### src/rtl/tl_uncached_pkg.sv
// tl_uncached_pkg: shared TileLink uncached constants and adapter state encoding
package tl_uncached_pkg;
  localparam int BEAT_W = 3;
  localparam int DATA_W = 64;
  localparam int MASK_W = 8;
  localparam int BLOCK_W = 26;
  localparam logic [2:0] A_GET = 3'd0;
  localparam logic [2:0] A_GETBLOCK = 3'd1;
  localparam logic [2:0] A_PUT = 3'd2;
  localparam logic [2:0] A_PUTBLOCK = 3'd3;
  localparam logic [3:0] G_PUTACK = 4'd1;
  localparam logic [3:0] G_GETBEAT = 4'd3;
  localparam logic [3:0] G_GETBLOCK = 4'd4;
  typedef enum logic [2:0] {S_IDLE, S_RD, S_RWAIT, S_GNT, S_WR, S_WBEAT, S_ACK} state_e;
endpackage

### src/rtl/tilelink_uncached_sram_adapter.sv
// tilelink_uncached_sram_adapter: single-transaction TileLink uncached manager over a 1-port SRAM
module tilelink_uncached_sram_adapter
  import tl_uncached_pkg::*;
#(
  parameter int SRAM_ADDR_BITS = 12
) (
  input  logic                      clk,
  input  logic                      reset_n,
  output logic                      io_acquire_ready,
  input  logic                      io_acquire_valid,
  input  logic [BLOCK_W-1:0]        io_acquire_bits_addr_block,
  input  logic [1:0]                io_acquire_bits_client_xact_id,
  input  logic [BEAT_W-1:0]         io_acquire_bits_addr_beat,
  input  logic                      io_acquire_bits_is_builtin_type,
  input  logic [2:0]                io_acquire_bits_a_type,
  input  logic [11:0]               io_acquire_bits_union,
  input  logic [DATA_W-1:0]         io_acquire_bits_data,
  input  logic                      io_grant_ready,
  output logic                      io_grant_valid,
  output logic [BEAT_W-1:0]         io_grant_bits_addr_beat,
  output logic [1:0]                io_grant_bits_client_xact_id,
  output logic                      io_grant_bits_manager_xact_id,
  output logic                      io_grant_bits_is_builtin_type,
  output logic [3:0]                io_grant_bits_g_type,
  output logic [DATA_W-1:0]         io_grant_bits_data,
  output logic                      sram_en,
  output logic                      sram_we,
  output logic [SRAM_ADDR_BITS-1:0] sram_addr,
  output logic [DATA_W-1:0]         sram_wdata,
  output logic [MASK_W-1:0]         sram_wmask,
  input  logic [DATA_W-1:0]         sram_rdata
);
  state_e state_q, state_d;
  logic [BEAT_W-1:0] cnt_q, cnt_d;
  logic [1:0] xid_q, xid_d;
  logic [BLOCK_W-1:0] blk_q, blk_d;
  logic [2:0] typ_q, typ_d;
  logic [DATA_W-1:0] wdata_q, wdata_d, rdata_q, rdata_d;
  logic [MASK_W-1:0] wmask_q, wmask_d;
  logic [BLOCK_W+BEAT_W-1:0] idx;
  logic unsupported;
  logic unused_bits;
  assign idx = {blk_q, cnt_q};
  assign unsupported = !io_acquire_bits_is_builtin_type || io_acquire_bits_a_type[2];
  assign unused_bits = ^{io_acquire_bits_union[11:9], io_acquire_bits_union[0], idx[BLOCK_W+BEAT_W-1:SRAM_ADDR_BITS]};
  assign io_acquire_ready = (state_q == S_IDLE) || (state_q == S_WBEAT);
  assign io_grant_valid = (state_q == S_GNT) || (state_q == S_ACK);
  assign io_grant_bits_g_type = (state_q == S_GNT) ? ((typ_q == A_GETBLOCK) ? G_GETBLOCK : G_GETBEAT)
                              : (state_q == S_ACK) ? G_PUTACK : 4'd0;
  assign io_grant_bits_addr_beat = (state_q == S_GNT) ? cnt_q : '0;
  assign io_grant_bits_data = (state_q == S_GNT) ? rdata_q : '0;
  assign io_grant_bits_client_xact_id = xid_q;
  assign io_grant_bits_manager_xact_id = 1'b0;
  assign io_grant_bits_is_builtin_type = 1'b1;
  assign sram_en = (state_q == S_RD) || (state_q == S_WR);
  assign sram_we = (state_q == S_WR);
  assign sram_addr = idx[SRAM_ADDR_BITS-1:0];
  assign sram_wdata = wdata_q;
  assign sram_wmask = wmask_q;
  // Next-state and register-update logic for the transaction sequencer
  always_comb begin
    state_d = state_q;
    cnt_d = cnt_q;
    xid_d = xid_q;
    blk_d = blk_q;
    typ_d = typ_q;
    wdata_d = wdata_q;
    wmask_d = wmask_q;
    rdata_d = rdata_q;
    case (state_q)
      S_IDLE: if (io_acquire_valid) begin
        xid_d = io_acquire_bits_client_xact_id;
        blk_d = io_acquire_bits_addr_block;
        typ_d = io_acquire_bits_a_type;
        wdata_d = io_acquire_bits_data;
        wmask_d = io_acquire_bits_union[8:1];
        cnt_d = io_acquire_bits_a_type[0] ? '0 : io_acquire_bits_addr_beat;
        state_d = unsupported ? S_ACK : io_acquire_bits_a_type[1] ? S_WR : S_RD;
      end
      S_RD: state_d = S_RWAIT;
      S_RWAIT: begin
        rdata_d = sram_rdata;
        state_d = S_GNT;
      end
      S_GNT: if (io_grant_ready) begin
        state_d = (typ_q == A_GETBLOCK && cnt_q != 3'd7) ? S_RD : S_IDLE;
        cnt_d = (typ_q == A_GETBLOCK && cnt_q != 3'd7) ? cnt_q + 3'd1 : cnt_q;
      end
      S_WR: begin
        state_d = (typ_q == A_PUT || cnt_q == 3'd7) ? S_ACK : S_WBEAT;
        cnt_d = (typ_q == A_PUT || cnt_q == 3'd7) ? cnt_q : cnt_q + 3'd1;
      end
      S_WBEAT: if (io_acquire_valid) begin
        wdata_d = io_acquire_bits_data;
        wmask_d = io_acquire_bits_union[8:1];
        state_d = S_WR;
      end
      S_ACK: state_d = io_grant_ready ? S_IDLE : S_ACK;
      default: state_d = S_IDLE;
    endcase
  end
  // State and datapath registers; reset drops any partial transaction
  always_ff @(posedge clk or negedge reset_n) begin
    if (!reset_n) begin
      state_q <= S_IDLE;
      cnt_q <= '0;
      xid_q <= '0;
      blk_q <= '0;
      typ_q <= '0;
      wdata_q <= '0;
      wmask_q <= '0;
      rdata_q <= '0;
    end else begin
      state_q <= state_d;
      cnt_q <= cnt_d;
      xid_q <= xid_d;
      blk_q <= blk_d;
      typ_q <= typ_d;
      wdata_q <= wdata_d;
      wmask_q <= wmask_d;
      rdata_q <= rdata_d;
    end
  end
endmodule

### config.mk
export PLATFORM = sky130hd
export DESIGN_NAME = tilelink_uncached_sram_adapter
export DESIGN_NICKNAME = d
export VERILOG_FILES = /design/src/rtl/tl_uncached_pkg.sv /design/src/rtl/tilelink_uncached_sram_adapter.sv
export SDC_FILE = /design/constraint.sdc
export NUM_CORES = 1
export LEC_CHECK = 0
export ABC_AREA = 0
export CORE_AREA = 2 2 132 134
export DETAILED_ROUTE_END_ITERATION = 8
export DIE_AREA = 0 0 134 136
export PLACE_DENSITY_LB_ADDON = 0.3
export SLEW_MARGIN = 20
export SYNTH_ARGS = -nofsm -noshare
export SYNTH_HDL_FRONTEND = slang
export SYNTH_SLANG_ARGS = --single-unit
### constraint.sdc
create_clock -name clk -period 3.6 [get_ports clk]
set_input_delay 0.36 -clock clk [delete_from_list [all_inputs] [get_ports clk]]
set_output_delay 0.36 -clock clk [all_outputs]
set_load 0.1 [all_outputs]
==> impl_metrics.env <==
export IMPL_worstHoldPathType="reg -> reg"
export IMPL_synth_compound_area_share_pct=2.36
export IMPL_critPathMaxFanout=52
export IMPL_grtUsageTotal_pct=19.2
export IMPL_num_rows=48
export IMPL_synthXorXnorAreaFrac_pct=0.131
export IMPL_htree_num_levels=4
export IMPL_synth_ff_type="dfrtp_1"
export IMPL_yosysMostFrequentCell="dfrtp_1"
export IMPL_fin_worst_skew_ps=9.90
export IMPL_drtIter0Drc=114
export IMPL_layout_drive_gt1_share_pct=33.8
export IMPL_ys_types=38
export IMPL_path_clk_slew_ps=60
export IMPL_nNetsFinal=960
export IMPL_drt_wl_total_um=17400
export IMPL_antennaDiodeCount=0
export IMPL_synth_simple_area_share_pct=9.11
export IMPL_synth_top_cell_by_area="dfrtp_1"
export IMPL_clock_sinks=156
export IMPL_fmax_mhz=337
export IMPL_synthTopCellsByCount="dfrtp_1 (156), mux2_2 (146), and2_1 (69)"
export IMPL_synth_top_cell_area_share_pct=58.5
export IMPL_cp_end_kind="primary output"
export IMPL_first_global_vias=5284
export IMPL_clockRootBuffer="clkbuf_16"
export IMPL_maxCapViolations=0
export IMPL_drcViolationCount=0
export IMPL_synth_edf_count=0
export IMPL_gp_congestion=0.769
export IMPL_synth_seq_cells=156
export IMPL_clock_path_buffers=2
export IMPL_wl_met1_um=6230
export IMPL_die_area_sq_um=18200
export IMPL_ys_top_cells_by_area="dfrtp_1 (58%), mux2_2 (25%), and2_1 (6.5%)"
export IMPL_finalCriticalPeriod_ps=2970
export IMPL_worst_pin_slew_ps=1070
export IMPL_vias=4813
export IMPL_synth_fa_ha_area_share_pct=0.375
export IMPL_finalMaxSlewViolations=0
export IMPL_ys_warn_count=0
export IMPL_syn2layout_area_growth_pct=56.4
export IMPL_io_buffer_count=317
export IMPL_pin_count=342
export IMPL_fin_tns_setup_ps=0
export IMPL_core_area_sq_um=16900
export IMPL_start_kind="register"
export IMPL_numCtsBuffers=17
export IMPL_dp_hpwl_um=13200
export IMPL_die_h_um=136
export IMPL_synth_area_mux_share_pct=25.6
export IMPL_path_class="reg -> out"
export IMPL_arrival_ps=2610
export IMPL_antenna_left=0
export IMPL_clkLatencyLatePin_ps=420
export IMPL_status="finished, final reports clean"
export IMPL_relSlewSlack_pct=28.7
export IMPL_grt_pass1_wl_um=27000
export IMPL_wl_met2_um=8730
export IMPL_ys_seq_area_share_pct=58.5
export IMPL_grt_overflow=0
export IMPL_die_x_um=134
export IMPL_antenna_found_initial=0
export IMPL_avgRoutedWirePerCell_um=17.1
export IMPL_setup_viol_count_final=0
export IMPL_initial_core_util_pct=39.5
export IMPL_grt_max_degree=81
export IMPL_top_layer_used="met4"
export IMPL_routed_via_density=4.73
export IMPL_final_hold_viol_count=0
export IMPL_synth_async_reset_ratio_pct=100
export IMPL_synth_cells=465
export IMPL_finalCritPeriodShare_pct=82.5
export IMPL_wl_met3_um=2150
export IMPL_syn_area_per_cell_sq_um=14.4
export IMPL_rsz0062_at_grt="false"
export IMPL_cts_tree="built"
export IMPL_netlist_area_sq_um=6670
export IMPL_drt_pass1_iterations=4
export IMPL_cp_data_required_time_ps=3240
export IMPL_synth_top_family_by_area="multiplexers"
[final timing paths]
check | start | to | slack [ps] | cells past startpoint
hold reg to reg | rdata_q[59]$_DFFE_PN0P_ | rdata_q[59]$_DFFE_PN0P_ | 480 | 1
max in group asynchronous | reset_n | cnt_q[1]$_DFFE_PN0P_ | 2150 | 3
min in group asynchronous | reset_n | rdata_q[17]$_DFFE_PN0P_ | 530 | 2
setup reg to reg | state_q[0]$_DFFE_PN0P_ | rdata_q[11]$_DFFE_PN0P_ | 1360 | 4
setup / recovery | state_q[1]$_DFFE_PN0P_ | io_grant_bits_data[40] | 630 | 4
hold / removal | rdata_q[59]$_DFFE_PN0P_ | rdata_q[59]$_DFFE_PN0P_ | 480 | 1
[worst max-delay path: stages, from the launching register on]
cell     delay [ps]
dfrtp_1         610
and3b_2         780
buf_4           330
and2_1          170
buf_4           290
[flip-flops by register name, indices dropped and copies added, names as in the netlist]
register and cells:
blk_q 9, cnt_q 3, io_grant_bits_client_xact_id 2, rdata_q 64
sram_wdata 64, sram_wmask 8, state_q 3, typ_q 3
[cells by family after synthesis]
logic type,count (synthesis)
multiplexers,152
XOR/XNOR,1
buffers and inverters,33
flip-flops,156
adder cells (fa/ha/maj),2
AND/OR/NAND/NOR,97
AO/OA/AOI/OAI,22
other,2
[final cells by class]
class	count	area, sq um
Multi-Input combinational cell	277	2530
Inverter	4	16.3
Tap cell	225	282
Sequential cell	156	3900
Timing Repair Buffer	323	3060
Clock inverter	12	185
Fill cell	1305	6440
Clock buffer	20	457
[repair_timing]
| action | 4_1_cts | 5_1_grt |
|---|---|---|
| endpoints found under the setup margin | 0 | 0 |
| hold endpoints to repair | 2 | 0 |
| buffers inserted | 0 | 0 |
| hold buffers | 1 | 0 |
| resized for setup | 0 | 0 |
[layout by cell type (no fill, tap or decap), types with 5 or more instances in the layout]
cell / count
clkbuf_16: 17
nor2_1: 8
dfrtp_1: 156
o21ai_0: 6
mux2_1: 6
buf_4: 77
mux2_2: 146
and2_1: 68
clkdlybuf4s50_1: 242
nand2b_1: 5
[routing by layer]
| layer | track usage [%] | vias to the layer above |
|---|---|---|
| met1 | 20.6 | 2350 |
| li1 | - | 2227 |
| met4 | 6.68 | 0 |
| met5 | 0 | - |
| met3 | 9.28 | 21 |
| met2 | 33.1 | 215 |
[metrics by stage]
stage / std cells / setup slack, ps / instance area, sq um / utilization [%] / hold slack, ps
6_report: 1017 / 631 / 10400 / 61.8 / 482
5_1_grt: 1017 / 407 / 10400 / 61.8 / 510
4_1_cts: 1017 / 606 / 10400 / 61.8 / 486
3_5_place_dp: 984 / 1070 / 9780 / 58.0 / 441
3_3_place_gp: 984 / 1140 / 9780 / 58.0 / 430
2_1_floorplan: 466 / 340 / 6680 / - / 64.4
Power is left out: the tool's default activity adds up to more than one toggle a clock period on the data nets, which glitch-free logic cannot reach.
